[src/rtl/dff_bank_arbiter_pkg.sv]
// Shared types and helpers for the round-robin arbitrated shared register.
package dff_bank_arb_pkg;

  typedef enum logic [0:0] {
    IDLE   = 1'b0,
    LOCKED = 1'b1
  } state_t;

  // Wide enough for any supported counter width; the top slices it to CNT_W.
  localparam logic [63:0] CNT_SAT = '1;

  function automatic int idx_width(input int n);
    return (n <= 2) ? 1 : $clog2(n);
  endfunction

endpackage

[src/rtl/dff_bank_arbiter_if.sv]
// Requester bus and shared-register outputs of dff_bank_arbiter.
interface dff_bank_arbiter_if
  import dff_bank_arb_pkg::*;
#(
  parameter int NUM_REQ = 4,
  parameter int WIDTH   = 8,
  parameter int CNT_W   = 16
);
  localparam int IW = idx_width(NUM_REQ);

  logic [NUM_REQ-1:0]       req_valid;
  logic [NUM_REQ*WIDTH-1:0] req_data;
  logic [NUM_REQ-1:0]       req_lock;
  logic [NUM_REQ-1:0]       req_ready;
  logic [WIDTH-1:0]         q;
  logic                     q_valid;
  logic [IW-1:0]            grant_id;
  logic [CNT_W-1:0]         write_count;
  logic                     locked;

  modport master (
    output req_valid, req_data, req_lock,
    input  req_ready, q, q_valid, grant_id, write_count, locked
  );

  modport slave (
    input  req_valid, req_data, req_lock,
    output req_ready, q, q_valid, grant_id, write_count, locked
  );

endinterface

[src/rtl/dff_bank_arbiter_rr_picker.sv]
// Combinational round-robin picker: first set request at or after start, circularly.
module rr_picker
  import dff_bank_arb_pkg::*;
#(
  parameter int N  = 4,
  parameter int IW = idx_width(N)
) (
  input  logic [N-1:0]  req,
  input  logic [IW-1:0] start,
  output logic [N-1:0]  grant,
  output logic [IW-1:0] idx,
  output logic          found
);

  localparam logic [IW:0] N_EXT = (IW+1)'(N);

  logic [IW:0]   sum;
  logic [IW-1:0] pos;

  // Walk offsets from farthest to nearest so the nearest hit wins.
  always_comb begin
    idx   = '0;
    found = 1'b0;
    sum   = '0;
    pos   = '0;
    for (int k = N - 1; k >= 0; k--) begin
      sum = {1'b0, start} + (IW+1)'(k);
      pos = (sum >= N_EXT) ? IW'(sum - N_EXT) : IW'(sum);
      if (req[pos]) begin
        idx   = pos;
        found = 1'b1;
      end
    end
  end

  generate
    for (genvar gi = 0; gi < N; gi++) begin : g_grant
      assign grant[gi] = found && (idx == IW'(gi));
    end
  endgenerate

endmodule

[src/rtl/dff_bank_arbiter.sv]
// Round-robin arbitrated shared DFF register with saturating write counter.
// Optional lock support is enabled by defining DFF_BANK_ARB_LOCK_EN.
module dff_bank_arbiter
  import dff_bank_arb_pkg::*;
#(
  parameter int NUM_REQ = 4,
  parameter int WIDTH   = 8,
  parameter int CNT_W   = 16
) (
  input  logic             clk,
  input  logic             rst,
  dff_bank_arbiter_if.slave bus
);

  localparam int             IW       = idx_width(NUM_REQ);
  localparam logic [IW-1:0]  LAST_IDX = IW'(NUM_REQ - 1);
  localparam logic [CNT_W-1:0] SAT    = CNT_SAT[CNT_W-1:0];

  state_t             state_reg, state_next;
  logic [IW-1:0]      rr_ptr_reg, rr_ptr_next;
  logic [NUM_REQ-1:0] pick_grant;
  logic [IW-1:0]      pick_idx;
  logic               pick_found;
  logic [NUM_REQ-1:0] ready;
  logic [IW-1:0]      win_idx;
  logic               xfer;

  logic [WIDTH-1:0]   q_reg;
  logic               q_valid_reg;
  logic [IW-1:0]      grant_id_reg;
  logic [CNT_W-1:0]   write_count_reg;

`ifdef DFF_BANK_ARB_LOCK_EN
  logic [IW-1:0]      owner_reg, owner_next;
`else
  logic               unused_lock;
  assign unused_lock = ^bus.req_lock;
`endif

  function automatic logic [IW-1:0] next_idx(input logic [IW-1:0] i);
    return (i == LAST_IDX) ? '0 : IW'(i + 1'b1);
  endfunction

  rr_picker #(.N(NUM_REQ), .IW(IW)) u_picker (
    .req   (bus.req_valid),
    .start (rr_ptr_reg),
    .grant (pick_grant),
    .idx   (pick_idx),
    .found (pick_found)
  );

  always_comb begin
    ready       = '0;
    win_idx     = pick_idx;
    state_next  = state_reg;
    rr_ptr_next = rr_ptr_reg;
`ifdef DFF_BANK_ARB_LOCK_EN
    owner_next  = owner_reg;
`endif
    if (!rst) begin
      case (state_reg)
        IDLE: begin
          ready = pick_grant;
          if (pick_found) begin
            rr_ptr_next = next_idx(pick_idx);
`ifdef DFF_BANK_ARB_LOCK_EN
            if (bus.req_lock[pick_idx]) begin
              state_next = LOCKED;
              owner_next = pick_idx;
            end
`endif
          end
        end
`ifdef DFF_BANK_ARB_LOCK_EN
        LOCKED: begin
          // Only the owner may write; releasing lock (with or without a final write) exits.
          ready[owner_reg] = bus.req_valid[owner_reg];
          win_idx          = owner_reg;
          if (!bus.req_lock[owner_reg]) begin
            state_next  = IDLE;
            rr_ptr_next = next_idx(owner_reg);
          end
        end
`endif
        default: ;
      endcase
    end
  end

  assign xfer = |(bus.req_valid & ready);

  always_ff @(posedge clk or posedge rst) begin
    if (rst) begin
      state_reg  <= IDLE;
      rr_ptr_reg <= '0;
`ifdef DFF_BANK_ARB_LOCK_EN
      owner_reg  <= '0;
`endif
    end else begin
      state_reg  <= state_next;
      rr_ptr_reg <= rr_ptr_next;
`ifdef DFF_BANK_ARB_LOCK_EN
      owner_reg  <= owner_next;
`endif
    end
  end

  always_ff @(posedge clk or posedge rst) begin
    if (rst) begin
      q_reg           <= '0;
      q_valid_reg     <= 1'b0;
      grant_id_reg    <= '0;
      write_count_reg <= '0;
    end else begin
      q_valid_reg <= xfer;
      if (xfer) begin
        q_reg        <= bus.req_data[win_idx*WIDTH +: WIDTH];
        grant_id_reg <= win_idx;
        if (write_count_reg != SAT)
          write_count_reg <= write_count_reg + 1'b1;
      end
    end
  end

  assign bus.req_ready   = ready;
  assign bus.q           = q_reg;
  assign bus.q_valid     = q_valid_reg;
  assign bus.grant_id    = grant_id_reg;
  assign bus.write_count = write_count_reg;
`ifdef DFF_BANK_ARB_LOCK_EN
  assign bus.locked      = (state_reg == LOCKED);
`else
  assign bus.locked      = 1'b0;
`endif

endmodule

[src/flat_wrapper.sv]
// flat-port wrapper written by rule: the top's interface ports become plain ports
module dff_bank_arbiter_flat import dff_bank_arb_pkg::*;
#(
  parameter int NUM_REQ = 4,
  parameter int WIDTH   = 8,
  parameter int CNT_W   = 16
)
  (clk, rst, bus_req_valid, bus_req_data, bus_req_lock, bus_req_ready, bus_q, bus_q_valid, bus_grant_id, bus_write_count, bus_locked);
  dff_bank_arbiter_if #(.NUM_REQ(NUM_REQ), .WIDTH(WIDTH), .CNT_W(CNT_W)) bus_i ();
  input  logic clk;
  input  logic rst;
  input wire logic [$bits(bus_i.req_valid)-1:0] bus_req_valid;
  input wire logic [$bits(bus_i.req_data)-1:0] bus_req_data;
  input wire logic [$bits(bus_i.req_lock)-1:0] bus_req_lock;
  output wire logic [$bits(bus_i.req_ready)-1:0] bus_req_ready;
  output wire logic [$bits(bus_i.q)-1:0] bus_q;
  output wire logic [$bits(bus_i.q_valid)-1:0] bus_q_valid;
  output wire logic [$bits(bus_i.grant_id)-1:0] bus_grant_id;
  output wire logic [$bits(bus_i.write_count)-1:0] bus_write_count;
  output wire logic [$bits(bus_i.locked)-1:0] bus_locked;
  assign bus_i.req_valid = bus_req_valid;
  assign bus_i.req_data = bus_req_data;
  assign bus_i.req_lock = bus_req_lock;
  assign bus_req_ready = bus_i.req_ready;
  assign bus_q = bus_i.q;
  assign bus_q_valid = bus_i.q_valid;
  assign bus_grant_id = bus_i.grant_id;
  assign bus_write_count = bus_i.write_count;
  assign bus_locked = bus_i.locked;
  dff_bank_arbiter #(.NUM_REQ(NUM_REQ), .WIDTH(WIDTH), .CNT_W(CNT_W)) u_core (.clk(clk), .rst(rst), .bus(bus_i));
endmodule
[config.mk]
export PLATFORM = sky130hd
export DESIGN_NAME = dff_bank_arbiter_flat
export DESIGN_NICKNAME = d
export VERILOG_FILES = /design/src/rtl/dff_bank_arbiter_pkg.sv /design/src/rtl/dff_bank_arbiter_if.sv /design/src/rtl/dff_bank_arbiter_rr_picker.sv /design/src/rtl/dff_bank_arbiter.sv /design/src/flat_wrapper.sv
export SDC_FILE = /design/constraint.sdc
export NUM_CORES = 1
export LEC_CHECK = 0
export CAP_MARGIN = 20
export CORE_ASPECT_RATIO = 1.25
export CORE_MARGIN = 3
export CORE_UTILIZATION = 43
export CTS_BUF_LIST = sky130_fd_sc_hd__clkbuf_4 sky130_fd_sc_hd__clkbuf_8
export DETAILED_ROUTE_END_ITERATION = 8
export PLACE_DENSITY = 0.83
export SETUP_SLACK_MARGIN = 0.4
export SLEW_MARGIN = 25
export SYNTH_ARGS = -nofsm -noshare
export SYNTH_HDL_FRONTEND = slang
export SYNTH_SLANG_ARGS = --single-unit
[constraint.sdc]
create_clock -name clk -period 2.6 [get_ports clk]
set_input_delay 0.65 -clock clk [delete_from_list [all_inputs] [get_ports clk]]
set_output_delay 0.65 -clock clk [all_outputs]
set_load 0.1 [all_outputs]
* Word-level counts from Yosys, hierarchy flattened *
Index checks and enable logic that the tools add are counted.

storage, ports and cells
  register bits after elaboration = 29
  output and inout port bits = 32
  word-level logic and storage cells = 59

operators by class
  bitwise operators = 2
  multiplexer cells = 22
  add/sub/neg operators = 9
  order comparisons = 8
  eq/ne operators = 4
  shift-type cells = 1
  reduce and logical (&&, ||, !) cells = 8

operators by type and width
  cell                   number
  $shiftx 32x6->8        1
  $mux 2                 9
  $add 16x1->16 const B  1
  $ne 16x16->1 const B   1
  $lt 2x3->1 const B     4
  $ge 3x3->1 const B     3
  $bmux 1 s2             4
  $mux 1                 8
  $sub 2x1->2 const B    4
  $add 2x2->3 const B    2
  $and 4x4->4            1
  $eq 2x2->1 const B     2
  $logic_and 1x1->1      4
  $mux 4                 1
  $reduce_and 2->1       2
  $reduce_or 4->1        1
  $add 2x1->3 const B    1
  $ge 2x3->1 const B     1
  $add 2x1->2 const B    1
  $eq 2x1->1 const B     1
  $logic_not 2->1        1
  $not 1->1              1

* Depth between registers and ports, before layout *
Gate-level depths: netlist of run 1.

  depth after elaboration = 15
  depth in mapped cells = 10
  gate-level depth less buffers = 8

* Modules after synthesis *
From an unflattened synthesis of run 1, not the netlist that was laid out.

second synthesis, totals
  cells, all modules = 153
  area, all modules = 1,739.2 um^2

by module, submodules not included
  module            instances  cells an instance  area an instance (um^2)
  dff_bank_arbiter  1          120                1,527.7
  rr_picker         1          33                 211.5

* Worst setup path after synthesis of run 1 *
No wires, ideal clock.

  path type = input to output
  from = input bus_req_valid[0]
  to = output bus_req_ready[2]
  stages = 4
  buffers on the path = 1
  path slack = -1,611 ps
  arrival time = 3,561 ps
  cells stage by stage = a21oi_1 -> a2bb2oi_2 -> buf_4 -> nor3b_1

on the way
  word-level cells in the longest chain between the ends = 9
  elaborated cells on any way between the ends = 19
  those cells by class = 1 x eq/ne; 17 x mux; 1 x reduce/logical

RTL lines
  item                          RTL line                          source
  start: declaration            flat_wrapper.sv:12                input wire logic [$bits(bus_i.req_valid)-1:0] bus_req_valid;
  $bmux 1 s2                    dff_bank_arbiter_rr_picker.sv:29  if (req[pos]) begin
  $mux 1 (implied by the code)  dff_bank_arbiter_rr_picker.sv:29
  $mux 2 (4 in a row)           dff_bank_arbiter_rr_picker.sv:29
  $eq 2x2->1                    dff_bank_arbiter_rr_picker.sv:38  assign grant[gi] = found && (idx == IW'(gi));
  $logic_and 1x1->1 *           dff_bank_arbiter_rr_picker.sv:38
  $mux 4 *                      dff_bank_arbiter.sv:60            if (!rst) begin
  end: declaration              flat_wrapper.sv:15                output wire logic [$bits(bus_i.req_ready)-1:0] bus_req_ready;

Mark *: on every way between the ends. The rest lies on a longest branch, timed or not. The select of a mux whose other input is x is not followed.

* Worst setup path in the final report of run 1 *
  from = input bus_req_valid[0]
  to = output bus_req_ready[3]

The elaborated chain is that of the path after synthesis.

==> out/metrics.yaml, run 1 <==
finalPower_w: 0.00298
layout_commonest_cell: "buf_4"
rows: 24
hold_end: "u_core.bus.q[2]$_DFFE_PP0P_"
rsz0062_at_grt: "yes"
clock-skew-final_ns: 0.00653
hp-class: "reg -> reg"
timing_hold_violations_final: 0
critical_path.endpoint_type: "output port"
nFillCells: 254
path_cells: "buf_6, buf_4, a21oi_4, a2bb2oi_4, ha_2, and2_4, buf_12"
die-width_um: 61.1
setup_viol: 0
dieArea_mm2: 0.00458
status: "completed"
wl_per_cell_um: 14.7
final_max_slew_viol_count: 0
rr_worst_depth: 9
viasPerCell: 5.28
slowest_delay_ns: 0.21
largest_reg_flops: 16
dp_hpwl_mm: 3.22
synth_top_cell_by_area: "dfrtp_1"
final_cell_mix: "buf_4 (42), clkdlybuf4s50_1 (32), dfrtp_1 (25)"
fin_crit_ns: 2.39
synth_area_per_cell_um2: 10.7
clk_pin_slew_ns: 0.06
portBuffers: 68
drc: 0
wl_mm: 4.09
synth.cell_area_mm2: 0.00163
worst-path-buf-inv: 3
grt_max_degree: 30
core_area_mm2: 0.00357
fin_hold_ws_ns: 0.486
vias: 1467
grt_overflow_total: 0
start_util_pct: 45.7
synth-seq-cells: 29
fmax_ghz: 0.419
syn2layout_area_growth_pct: 61.9
cts_tree: "done"
timing.rr.start: "u_core.rr_ptr_reg[1]$_DFFE_PP0P_"
die_h_um: 74.9
syn_inst: 153
cp_top_family: "buffers and inverters"
ys_types: 32
cts.sinks: 29
cts_buffer_depth: 2
critPathKind: "in -> out"
place_area_mm2: 0.00246
antenna_cells: 0
vdd_drop_max_mv: 0.688
gp_congestion: 0.781
groute.usage.overall_pct: 19.8
synth_top_area_share_pct: 44.4
regToRegEndpoint: "u_core.bus.write_count[6]$_DFFE_PP0P_"
ys_warn_count: 0
grt_pass1_vias: 1540
clk_latency_ns: 0.28
synth-seq-area-share_pct: 44.4
cp_max_fo: 4
synth_area_leaders: "dfrtp_1 (44%), mux2i_1 (10%), mux2_2 (7.6%)"
htreeDepth: 2
fin_util_pct: 74.0
antenna_found_initial: 0
fin_area_mm2: 0.00265
finalCritPeriodShare_pct: 91.8
firstDrtPassIters: 4
min_from: "u_core.bus.q[2]$_DFFE_PP0P_"
postCtsHoldBufs: 0
worst_hold_path.num_cells: 2
worstSetupStartpointType: "input port"
p_leak_nw: 1.21
drtIter0Drc: 56
drive_gt1_share_pct: 39.7
numCtsBuffers: 5
io_pins: 74
rrSetupSlack_ns: 0.57
layout.nets: 282
syn_nets: 197
grt_pass1_wl_mm: 6.73
drv_cap: 0
cp.required_ns: 1.95
antenna_left: 0
root_buffer: "clkbuf_8"
worstPathArrival_ns: 1.74
cp_slowest_cell: "ha_2"
setup_tns_ns: 0
pwr_density_cell_mw_per_mm2: 1130
-- cell families (layout without fill, tap and decap cells) --
| group | count (synthesis) | count (layout) | synth area share (%) |
|---|---|---|---|
| mux | 28 | 28 | 18.0 |
| flops | 29 | 29 | 44.4 |
| compound gates | 16 | 16 | 7.20 |
| buf+inv | 12 | 98 | 4.36 |
| other cells | 1 | 1 | 0.229 |
| fa+ha+maj | 2 | 2 | 1.53 |
| xor+xnor | 15 | 15 | 8.04 |
| simple gates | 50 | 50 | 16.2 |
-- power by group --
group	switching (W)	internal [W]	total (W)	leakage [nW]
registers	0.000122	0.000590	0.000712	0.358
logic	0.00134	0.000566	0.00191	0.799
clock network	0.000163	0.000195	0.000359	0.0484
-- per-stage QoR --
step | std cells | worst slack, ns
2_1_floorplan | 153 | -0.165
3_3_place_gp | 265 | -0.253
3_5_place_dp | 265 | -0.299
4_1_cts | 277 | 0.174
5_1_grt | 278 | 0.161
6_report | 278 | 0.212
-- worst min-delay path: stages, from the launching register on --
cell and delay, ns:
dfrtp_1 0.35, nand2_1 0.05, o21ai_0 0.06
-- cells in the mapped netlist (all sizes together) --
cell type  count
nand2         19
xnor2         11
mux2          11
ha             2
nor3b          2
inv            3
xor2           4
a41o           1
and3           5
nand3b         1
and2           1
and4           2
a21boi         1
dfrtp         29
or2            1
nor4           1
mux2i         17
nand4          6
a21oi          3
nand3          4
a31oi          1
nor2           4
buf            7
nor3           4
o21ai          8
a2bb2oi        1
conb           1
clkbuf         2
a31o           1
-- routing by layer --
layer / up-vias / GRT usage, % / routed length [um] / part of all wire (%)
met5: - / 0 / 0 / 0
met4: 0 / 8.67 / 70 / 1.7
met3: 6 / 6.17 / 331 / 8.1
met2: 64 / 34.5 / 2150 / 53
met1: 690 / 21.6 / 1540 / 38
li1: 707 / - / - / -
-- worst max-delay path by stage --
stage,to,cells past startpoint,from,slack [ns]
5_1_grt,bus_req_ready[2],6,u_core.rr_ptr_reg[1]$_DFFE_PP0P_,0.16
4_1_cts,bus_req_ready[1],8,bus_req_valid[2],0.17
3_5_place_dp,bus_req_ready[2],7,bus_req_valid[0],-0.30
2_1_floorplan,bus_req_ready[2],4,bus_req_valid[1],-0.16
6_report,bus_req_ready[3],7,bus_req_valid[0],0.21
3_3_place_gp,bus_req_ready[2],7,bus_req_valid[0],-0.25
-- timing repair --
action | 4_1_cts | 5_1_grt
endpoints found under the setup margin | 31 | 13
resized for setup | 29 | 8
cloned | 0 | 0
buffers inserted | 4 | 1
pin swaps | 8 | 7
-- final cells by class --
type	instances	area (um^2)	area share, %
sequential	29	731	27.6
clock buffer	6	76.3	2.89
multi-input combinational	112	947	35.8
tap	39	48.8	1.84
inverter	3	11.3	0.426
clock inverter	2	10.0	0.378
timing repair buffer	87	821	31.0
No activity file was read; power rests on OpenSTA's default activity.
==> inputs of run 2 (changes only) <==
--- a/config.mk
+++ b/config.mk
@@ -12,7 +12,7 @@
 export CTS_BUF_LIST = sky130_fd_sc_hd__clkbuf_4 sky130_fd_sc_hd__clkbuf_8
 export DETAILED_ROUTE_END_ITERATION = 8
 export PLACE_DENSITY = 0.83
-export SETUP_SLACK_MARGIN = 0.4
+export SETUP_SLACK_MARGIN = 0.5
 export SLEW_MARGIN = 25
 export SYNTH_ARGS = -nofsm -noshare
 export SYNTH_HDL_FRONTEND = slang
==> run 2 against run 1 <==
  * First-iteration DRC count grew 20%
  * Critical path depth unchanged
  * Sequential cell count did not move
  * Count of clock-buffer cells in the layout increased by 1
  * Total power rose by 8.3%
  * Maximum frequency shrank 2.7%
  * Non-clock buffer count increased by 6
  * Combinational power up 5%
  * Cell count increased by 2.2%
  * Critical endpoint unchanged
==> out/metrics.yaml, run 2 (synthesized netlist as in run 1, its figures left out) <==
postCtsHoldBufs: 0  # unchanged
rows: 24  # unchanged
p_leak_nw: 1.28  # +6.3%
cp_max_fo: 4  # unchanged
timing.rr.start: "u_core.rr_ptr_reg[1]$_DFFE_PP0P_"
wl_mm: 4.65  # +14%
cp_slowest_cell: "ha_2"
dp_hpwl_mm: 3.33  # +3.5%
fmax_ghz: 0.408  # -2.7%
antenna_left: 0  # unchanged
worstPathArrival_ns: 1.80  # +0.06 ns
seq_area_um2: 733  # +0.34%
status: "completed"
cp_top_family: "buffers and inverters"
vdd_drop_max_mv: 0.828  # +20%
clk_pin_slew_ns: 0.06  # about the same
slowest_delay_ns: 0.23  # +0.02 ns
numCtsBuffers: 5  # unchanged
finalCritPeriodShare_pct: 94.4  # +2.5 points
worst-path-buf-inv: 3  # unchanged
clock-skew-final_ns: 0.00754  # +0.00101 ns
start_util_pct: 45.7  # unchanged
dr_wl_met2_mm: 2.46  # +15%
dieArea_mm2: 0.00458  # unchanged
final_max_slew_viol_count: 0  # unchanged
rsz0062_at_grt: "yes"
layout_commonest_cell: "buf_4"
grt_pass1_vias: 1603  # +4.1%
critPathKind: "in -> out"
drc: 0  # unchanged
stdcell_count: 284  # +2.2%
grt_pass1_wl_mm: 7.06  # +4.8%
final_cell_mix: "buf_4 (42), clkdlybuf4s50_1 (32), dfrtp_1 (23)"
dp.cells: 267  # +0.75%
nFillCells: 204  # -20%
groute.usage.overall_pct: 20.7  # +0.95 points
root_buffer: "clkbuf_8"
m1WireLength_mm: 1.65  # +7.0%
die-width_um: 61.1  # unchanged
portBuffers: 68  # unchanged
setup_viol: 0  # unchanged
clk_latency_ns: 0.28  # about the same
viasPerCell: 5.34  # +1.2%
grt_overflow_total: 0  # unchanged
wl_met3_um: 364  # +10%
cts_tree: "done"
highest_layer: "met4"
fin_crit_ns: 2.45  # +0.0653 ns
crit_start: "bus_req_valid[0]"
drv_cap: 0  # unchanged
fin_util_pct: 78.9  # +4.9 points
die_h_um: 74.9  # unchanged
core_area_mm2: 0.00357  # unchanged
cp.required_ns: 1.95  # about the same
cts_buffer_depth: 2  # unchanged
wl_per_cell_um: 16.4  # +11%
multiInputGateArea_um2: 993  # +4.9%
gp_congestion: 0.800  # +2.4%
path_cells: "buf_8, buf_6, a21oi_4, a2bb2oi_4, ha_2, and2_4, buf_12"
layout.nets: 288  # +2.1%
min_from: "u_core.bus.write_count[6]$_DFFE_PP0P_"
grt_max_degree: 30  # unchanged
critical_path.endpoint_type: "output port"
syn2layout_area_growth_pct: 72.6
worstSetupStartpointType: "input port"
cts.sinks: 29  # unchanged
pwr_density_cell_mw_per_mm2: 1140  # +1.5%
largest_reg_flops: 16  # unchanged
drive_gt1_share_pct: 44.9  # +5.1 points
firstDrtPassIters: 4  # unchanged
antenna_cells: 0  # unchanged
htreeDepth: 2  # unchanged
drtIter0Drc: 67  # +20%
vias: 1516  # +3.3%
timing_hold_violations_final: 0  # unchanged
io_pins: 74  # unchanged
antenna_found_initial: 0  # unchanged
hp-class: "reg -> reg"
-- run 2: cell types whose count changed in the layout (fill, tap and decap cells not counted), sizes merged --
cell / delta
clkbuf: +3
clkinv: -2
bufinv: +1
buf: +5
dlygate4sd2: -1
-- run 2: metal layers --
layer	up-vias	GRT usage, %
met5	-	0
met4	0	7.95
met3	13	6.35
met2	73	36.9
met1	711	22.5
li1	719	-
-- run 2: where the power goes --
group	switching, W	leakage (nW)	total [W]	internal [W]
registers	0.000134	0.356	0.000725	0.000591
clock network	0.000166	0.0619	0.000488	0.000322
logic	0.00138	0.864	0.00201	0.000630
total	0.00168	1.28	0.00323	0.00154
-- run 2: final timing paths --
kind,end,slack (ns),depth (start not counted)
max,bus_req_ready[3],0.15,7
min,u_core.bus.write_count[6]$_DFFE_PP0P_,0.49,1
max reg2reg,u_core.bus.write_count[1]$_DFFE_PP0P_,0.50,8
min reg2reg,u_core.bus.write_count[6]$_DFFE_PP0P_,0.49,1
max in group asynchronous,u_core.bus.write_count[4]$_DFFE_PP0P_,1.73,4
min in group asynchronous,u_core.bus.q[5]$_DFFE_PP0P_,0.56,4
-- run 2: what timing repair did --
item / CTS / global route
endpoints found under the setup margin: 31 / 29
setup buffers: 5 / 3
cloned: 0 / 1
resized for setup: 38 / 23
pin swaps: 11 / 11
-- run 2: cell type report --
type	instances	area share (%)
Multi-Input combinational cell	112	35.2
Timing Repair Buffer	93	32.4
Tap cell	39	1.73
Clock buffer	7	3.19
Inverter	3	0.399
Sequential cell	29	26.0
Clock inverter	1	1.06
-- run 2: metrics by stage --
step | hold slack [ns] | total power, W | TNS (ns) | setup slack (ns) | instance area, um^2
global route | 0.512 | 0.00336 | 0 | 0.101 | 2820
detailed placement | 0.474 | 0.00260 | -5.48 | -0.331 | 2480
global placement | 0.467 | 0.00255 | -3.03 | -0.235 | 2480
finish | 0.492 | 0.00323 | 0 | 0.147 | 2820
floorplan | 0.558 | 0.00213 | -0.202 | -0.165 | 1720
CTS | 0.482 | 0.00317 | 0 | 0.112 | 2700
-- run 2: worst register-to-register path: stages, from the launching register on --
cell and delay, ns:
dfrtp_2 0.43, mux2i_2 0.26, nor2_2 0.07, nor3_4 0.17
ha_2 0.24, nand2_2 0.09, a31oi_4 0.27, buf_4 0.17
mux2_4 0.29
==> inputs of run 3 (changes only) <==
--- a/config.mk
+++ b/config.mk
@@ -11,7 +11,7 @@
 export CORE_UTILIZATION = 43
 export CTS_BUF_LIST = sky130_fd_sc_hd__clkbuf_4 sky130_fd_sc_hd__clkbuf_8
 export DETAILED_ROUTE_END_ITERATION = 8
-export PLACE_DENSITY = 0.83
+export PLACE_DENSITY_LB_ADDON = 0.12
 export SETUP_SLACK_MARGIN = 0.5
 export SLEW_MARGIN = 25
 export SYNTH_ARGS = -nofsm -noshare
==> run 3 against run 2 <==
  * Total power down 2.8%
  * Worst setup slack better by 0.080 ns
  * Critical path depth down 1
  * Maximum frequency up 3.4%
  * Wire length down 5.3%
  * Hold slack worse by 0.026 ns
  * Final area up 0.75%
  * First-iteration DRC count down 61%
  * Clock power down 26%
  * Die area unchanged
  * Sequential power about the same
  * Cell count up 0.70%
  * Largest power group unchanged
==> out/metrics.yaml, run 3 (synthesized netlist as in run 1, its figures left out) <==
final_max_slew_viol_count: 0  # unchanged
syn2layout_area_growth_pct: 73.9
stdcell_count: 286  # +0.70%
layout.nets: 290  # +0.69%
root_buffer: "clkbuf_8"
core_area_mm2: 0.00357  # unchanged
drc: 0  # unchanged
die_h_um: 74.9  # unchanged
worst-path-buf-inv: 2  # -1
io_pins: 74  # unchanged
grt_max_degree: 19  # -37%
slowest_delay_ns: 0.22  # about the same
vias: 1473  # -2.8%
grtUsageMet3_pct: 6.86  # +0.51 points
setup_viol: 0  # unchanged
place_area_mm2: 0.00249  # +0.50%
gp_congestion: 0.795  # -0.56%
status: "completed"
clock-skew-final_ns: 0.00196  # -0.00558 ns
pwr_density_cell_mw_per_mm2: 1100  # -3.5%
antenna_left: 0  # unchanged
final_cell_mix: "buf_4 (42), clkdlybuf4s50_1 (32), dfrtp_1 (23)"
cp_max_fo: 5  # +1
numCtsBuffers: 5  # unchanged
cts_buffer_depth: 2  # unchanged
rows: 24  # unchanged
critPathKind: "in -> out"
fin_area_mm2: 0.00284  # +0.75%
clk_latency_ns: 0.28  # about the same
cp_top_family: "simple AND/OR/NAND/NOR gates"
finalPower_w: 0.00314  # -2.8%
cp.required_ns: 1.95  # about the same
grtUsageMet2_pct: 37.5  # +0.59 points
viasPerCell: 5.15  # -3.5%
cp_slowest_cell: "nand3b_1"
grt_pass1_vias: 1571  # -2.0%
dp.cells: 267  # unchanged
postCtsHoldBufs: 0  # unchanged
maxSlewHeadroom_pct: 63.6
dieArea_mm2: 0.00458  # unchanged
rsz0062_at_grt: "yes"
drtIter0Drc: 26  # -61%
wl_mm: 4.40  # -5.3%
drv_cap: 0  # unchanged
largest_reg_flops: 16  # unchanged
wl_per_cell_um: 15.4  # -6.0%
p_leak_nw: 1.31  # +2.0%
start_util_pct: 45.7  # unchanged
antenna_found_initial: 0  # unchanged
hp-class: "reg -> reg"
antenna_cells: 0  # unchanged
htreeDepth: 2  # unchanged
groute.usage.overall_pct: 20.3  # -0.37 points
worst_pin_slew_ns: 0.546
fmax_ghz: 0.421  # +3.4%
worstPathArrival_ns: 1.72  # -0.08 ns
portBuffers: 68  # unchanged
path_cells: "buf_6, nand3b_1, a2bb2oi_4, ha_2, and2_4, buf_12"
grt_overflow_total: 0  # unchanged
vdd_drop_max_mv: 0.951  # +15%
layout_commonest_cell: "buf_4"
worstSetupStartpointType: "input port"
critical_path.endpoint_type: "output port"
grt_pass1_wl_mm: 6.85  # -2.9%
firstDrtPassIters: 2  # -2
dp_hpwl_mm: 3.27  # -1.8%
post-place-ws_ns: -0.260  # +0.0704 ns
setup_slack_ns: 0.226  # +0.0797 ns
grt_use_met1_pct: 20.0  # -2.4 points
die-width_um: 61.1  # unchanged
fin_crit_ns: 2.37  # -0.0797 ns
cts_tree: "done"
drive_gt1_share_pct: 45.3  # +0.45 points
finalCritPeriodShare_pct: 91.3  # -3.1 points
top_usage_layer: "met2"
cts.sinks: 29  # unchanged
timing_hold_violations_final: 0  # unchanged
clk_pin_slew_ns: 0.06  # about the same
[run 3: changes by cell type in the layout (fill, tap and decap cells not counted), moves of 2 or more]
cell / delta
mux2_2: -2
mux2_4: +2
nand2_1: -2
clkinv_2: +2
nand3_4: +2
nand3_1: -2
nand2_4: +2
nor2_2: -2
nor2_1: +2
o21ai_0: -2
o21ai_1: +2
[run 3: metal layers]
layer / part of all wire, % / wire [um]
met1: 34 / 1520
met2: 56 / 2480
met3: 7.1 / 314
met4: 1.9 / 85
met5: 0 / 0
[run 3: cell type report]
type	count	area (um^2)
sequential	29	733
timing repair buffer	95	942
multi-input combinational	112	1020
clock buffer	5	68.8
clock inverter	3	17.5
inverter	3	11.3
fill	222	732
tap	39	48.8
[run 3: power by group]
group	total [W]	switching, W	internal (W)	leakage (nW)
combinational	0.00205	0.00139	0.000661	0.907
clock	0.000363	0.000179	0.000184	0.0439
sequential	0.000722	0.000131	0.000591	0.356
total	0.00314	0.00170	0.00144	1.31
[run 3: repair_timing]
item	4_1_cts	5_1_grt
gates cloned	1	0
setup endpoints to repair	31	31
pin swaps	11	16
setup buffers	9	1
resized for setup	42	21
hold endpoints to repair	0	0
[run 3: worst paths after layout]
| path | startpoint | end | slack [ns] | depth (start not counted) |
|---|---|---|---|---|
| max | bus_req_valid[1] | bus_req_ready[3] | 0.23 | 6 |
| min | u_core.bus.write_count[7]$_DFFE_PP0P_ | u_core.bus.write_count[7]$_DFFE_PP0P_ | 0.47 | 1 |
| max reg2reg | u_core.rr_ptr_reg[1]$_DFFE_PP0P_ | u_core.bus.write_count[9]$_DFFE_PP0P_ | 0.41 | 12 |
| min reg2reg | u_core.bus.write_count[7]$_DFFE_PP0P_ | u_core.bus.write_count[7]$_DFFE_PP0P_ | 0.47 | 1 |
| max in group asynchronous | rst | u_core.rr_ptr_reg[1]$_DFFE_PP0P_ | 1.48 | 4 |
| min in group asynchronous | rst | u_core.bus.q[7]$_DFFE_PP0P_ | 0.63 | 3 |
[run 3: through the flow]
stage | hold slack, ns | util, % | setup TNS [ns]
final | 0.466 | 79.5 | 0
after global routing | 0.489 | 79.5 | 0
after CTS | 0.482 | 77.0 | 0
after detailed placement | 0.473 | 69.8 | -4.45
after global placement | 0.468 | 69.8 | -2.80
after floorplan | 0.558 | - | -0.202
==> patch 1, RTL diff (flow settings as in run 2) <==
`WIDTH` is set to 8 in 3 places; all go to 12.
--- a/src/rtl/dff_bank_arbiter_if.sv
+++ b/src/rtl/dff_bank_arbiter_if.sv
@@ -5,3 +5,3 @@
   parameter int NUM_REQ = 4,
-  parameter int WIDTH   = 8,
+  parameter int WIDTH   = 12,
   parameter int CNT_W   = 16
--- a/src/rtl/dff_bank_arbiter.sv
+++ b/src/rtl/dff_bank_arbiter.sv
@@ -6,3 +6,3 @@
   parameter int NUM_REQ = 4,
-  parameter int WIDTH   = 8,
+  parameter int WIDTH   = 12,
   parameter int CNT_W   = 16
--- a/src/flat_wrapper.sv
+++ b/src/flat_wrapper.sv
@@ -4,3 +4,3 @@
   parameter int NUM_REQ = 4,
-  parameter int WIDTH   = 8,
+  parameter int WIDTH   = 12,
   parameter int CNT_W   = 16
Ports: changed (resized bus_q and bus_req_data); port bits go from 74 to 94. The function was not compared with the original's and may differ.
==> patch 1 against run 2 <==
- clock skew is essentially flat
- worst hold slack improved by 14 ps
- area after synthesis increased by 20%
- sequential cell count grew 4
- first-iteration DRC count increased by 110%
- routed wire length rose by 50%
- final area is 25% higher
- worst setup slack got worse by 37 ps
- core utilization up 4.2 points
- power increased by 29%
- largest cell class unchanged
==> patch 1: results (changes against run 2) <==
[worst_setup_path]
r2r_setup_slack_ps=350  ; -150 ps
r2r_cells=5  ; -3
critical_path_arrival_ps=1840  ; +40 ps
worst_path_max_delay_cell=a221o_1
worstSetupStartpoint=bus_req_valid[2]
crit_family=buffers and inverters
r2r-end=u_core.bus.write_count[11]$_DFFE_PP0P_
r2r-start=u_core.bus.write_count[0]$_DFFE_PP0P_
crit_end=bus_req_ready[0]
cp_slowest_stage_delay_ps=320  ; +90 ps

[global_routing]
grt.met1_usage_pct=28.55  ; +6.1 points
grt_usage_pct=25.54  ; +4.8 points
grt_pass1_wl_um=10520  ; +49%
use_met2_pct=48.86  ; +12 points
antenna_found_initial=0  ; unchanged
grt_max_degree=34  ; +13%
grtUsageMet3_pct=5.472  ; -0.87 points
grt_pass1_vias=2142  ; +34%

[placed_design]
io_buffers=88  ; +29%
place_hpwl_um=4635  ; +39%
placed_area_sq_um=3092  ; +25%
place.gp.congestion=0.8664  ; +8.4%

[hold_path]
min_from=u_core.bus.write_count[3]$_DFFE_PP0P_
min_delay_path_depth=1  ; unchanged
hold_end=u_core.bus.write_count[3]$_DFFE_PP0P_
hold_class=reg2reg

[pwr]
p_seq_share_pct=22.6
ir_worst_vdd_mv=0.7578  ; -8.5%
pwr-share-comb_pct=68.2  ; +5.8 points
p_leak_nw=1.513  ; +18%
p_sw_share_pct=58.59  ; +6.4 points
powerComb_mw=2.83  ; +41%

[timing]
slew_headroom_pct=41.98
fin_skew_ps=7.543  ; +0.002490 ps

[finish]
largest_register_ffs=16  ; unchanged
num-nets-final=387  ; +34%
antenna_cells=0  ; unchanged
drive_above_1_share_pct=45.12  ; +0.22 points
fill_cells=253  ; +24%

[route]
avgRoutedWirePerCell_um=18.13  ; +11%
drt_iter0_markers=142  ; +110%
first_pass_iters=4  ; unchanged
vias_per_cell=5.622  ; +5.3%

[synth]
synth.area.top_cells=dfrtp_1 42%, mux2i_1 6.6%, xor2_1 4.9%
synth_cell_type_count=42  ; +31%
yosys_warnings=0  ; unchanged
ys_seq_area_share_pct=42.01  ; -2.4 points
ys.flop_type=dfrtp_1
syn-num-nets=270  ; +37%
async_flop_share_pct=100.0  ; unchanged
yosys-top-cells-count=33 x dfrtp_1, 19 x nand2_1, 13 x mux2i_1

[cts]
cts_root_buf=clkbuf_8
clockBufferDepth=2  ; unchanged
clk_latency_ps=280  ; about the same
clk_pin_slew_worst_paths_ps=70
cts_buffers=5  ; unchanged

[run_status]
status=finished clean

patch 1: cell count changes after synthesis, moves of 7 or more:
cell | before | now
o211ai_1 | 0 | 7
nand3_1 | 4 | 12
xor2_1 | 4 | 11
xnor2_1 | 11 | 2
a211oi_1 | 0 | 10
a22oi_1 | 0 | 7
nor3_1 | 3 | 12
mux2_2 | 11 | 1
nor2_1 | 4 | 12
patch 1: area by class of cell:
type	count	area (sq um)	share of cell area, %
Clock buffer	6	76.32	2.170
Timing Repair Buffer	121	1151	32.73
Inverter	9	47.55	1.352
Clock inverter	2	10.01	0.2846
Tap cell	56	70.07	1.992
Multi-Input combinational cell	157	1320	37.53
Sequential cell	33	842.1	23.94
patch 1: what timing repair did:
| item | in CTS | in global routing |
|---|---|---|
| pin swaps | 17 | 19 |
| hold buffers | 0 | 0 |
| cloned | 1 | 0 |
| setup endpoints to repair | 35 | 32 |
| setup buffers | 5 | 0 |
| gates resized for setup | 55 | 26 |
patch 1: layer usage:
layer,vias up,part of all wire [%]
li1,995,-
met1,1061,36
met2,93,56
met3,10,6.1
met4,0,1.1
met5,-,0
patch 1: metrics by stage:
step	cells	setup slack, ps	util (%)	setup TNS [ps]	hold slack, ps
after floorplan	210	-58.66	-	-58.66	517.5
after global placement	370	-344.1	73.11	-9751	466.6
after detailed placement	370	-413.4	73.11	-11580	474.1
after CTS	384	93.35	80.83	0	484.6
after global routing	384	51.60	83.17	0	520.8
final	384	110.2	83.17	0	506.2
patch 1: logic make-up (layout without fill, tap and decap cells):
family	after synthesis	after routing	synth area share (%)
buffers and inverters	20	138	4.710
other	1	1	0.1908
xor gates and xnor gates	13	13	5.793
muxes	14	14	7.193
AOI/OAI and AO/OA	43	43	15.79
DFF	33	33	42.01
and+or+nand+nor	84	84	23.04
adders and majority gates	2	2	1.273
==> patch 2, RTL diff (flow settings as in run 2) <==
Without the edit above. Make the reset (`rst`) synchronous in 2 clocked blocks.
--- a/src/rtl/dff_bank_arbiter.sv
+++ b/src/rtl/dff_bank_arbiter.sv
@@ -91,3 +91,3 @@
 
-  always_ff @(posedge clk or posedge rst) begin
+  always_ff @(posedge clk) begin
     if (rst) begin
@@ -107,3 +107,3 @@
 
-  always_ff @(posedge clk or posedge rst) begin
+  always_ff @(posedge clk) begin
     if (rst) begin
Behaviour: differs if rst is asserted again (counterexample within 4 cycles, from zero or initial values and one cycle with rst high); with rst held inactive, the same outputs for 10 cycles.
==> patch 2 against run 2 <==
- via count is 28% higher
- final area is 6.9% higher
- clock skew is 2.5 ps higher
- routed wire length rose by 28%
- global-route usage grew 2.8 points
- highest routed layer unchanged
- critical path type is now in2reg
- sequential cell count did not move
- first-iteration DRC count stayed put
- register-to-register slack worse by 350 ps
- area after synthesis grew 3.8%
- critical path depth increased by 5
- worst setup slack got worse by 11 ps
Power is not compared: it rests on default switching activity, and its combinational part moved more than twofold at a synthesized area within 25%.
==> patch 2: results (changes against run 2) <==
[route]
avgRoutedWirePerCell_um=16.85  ; +3.0%
met3_length_um=264  ; -27%
vias_per_cell=5.526  ; +3.5%
drt-met1-wl_um=2309  ; +40%
wl_met2_um=3239  ; +32%

[worst_setup_path]
r2r_cells=11  ; +3
crit_fanout=7  ; +3
worstSetupStartpoint=bus_req_valid[2]
cp_slowest_stage_delay_ps=530  ; +300 ps
critical_path_arrival_ps=2640  ; +840 ps
r2r_setup_slack_ps=150  ; -350 ps
worst_path_max_delay_cell=or4_4
r2r-start=u_core.rr_ptr_reg[0]$_SDFFE_PP0N_
crit_family=simple AND/OR/NAND/NOR gates

[hold_path]
hold_end=u_core.bus.write_count[6]$_SDFFE_PP0P_

[global_routing]
grt_max_degree=18  ; -40%
grt_usage_pct=23.50  ; +2.8 points
grt.met1_usage_pct=28.22  ; +5.8 points
grt_pass1_wl_um=9108  ; +29%
grt_pass1_vias=1881  ; +17%
use_met2_pct=40.95  ; +4.0 points

[synth]
ys_seq_area_share_pct=34.24  ; -10 points
yosys-top-cells-count=29 x dfxtp_1, 20 x nand2_1, 18 x mux2i_1
syn-num-nets=236  ; +20%
ys.flop_type=dfxtp_1

[finish]
multi_input_area_sq_um=1211  ; +22%
multi_input_gates=145  ; +29%
num-nets-final=343  ; +19%
seq_area_share_pct=19.42  ; -6.6 points
fill_cells=225  ; +10%
drive_above_1_share_pct=42.00  ; -2.9 points
inv_count=9  ; +6
buf_share_pct=33.61  ; +1.2 points
layout.clock.cell_area_share_pct=3.361  ; -0.90 points

[placed_design]
place_hpwl_um=3840  ; +15%
place.gp.congestion=0.8021  ; +0.31%

[cts]
post_cts_buffers=9  ; +4

[run_status]
status=finished clean

-- patch 2: cell types whose count changed after synthesis, moves of 5 or more --
cell	before	now
dfrtp_1	29	0
dfxtp_1	0	29
mux2_2	11	0
nand3_1	4	14
nor2b_1	0	5
o221ai_1	0	7
o311ai_0	0	5
or4_1	0	5
xnor2_1	11	1
-- patch 2: logic make-up after synthesis --
kind of cell	share of synthesized area (%)
multiplexers	10.63
flip-flops	34.24
adder cells (fa/ha/maj)	1.476
other	0.2212
AO/OA/AOI/OAI	20.81
buffers and inverters	4.871
XOR/XNOR	0.5167
AND/OR/NAND/NOR	27.23
-- patch 2: through the flow --
step	setup TNS (ps)	cells	instance area (sq um)	setup slack (ps)	utilization, %
after global placement	-7131	330	2676	-414.0	73.66
after detailed placement	-8417	330	2676	-455.2	73.66
final	0	352	3015	135.4	82.99
after floorplan	0	192	1828	127.0	-
after global routing	0	352	3015	80.56	82.99
after CTS	0	348	2927	158.9	80.54
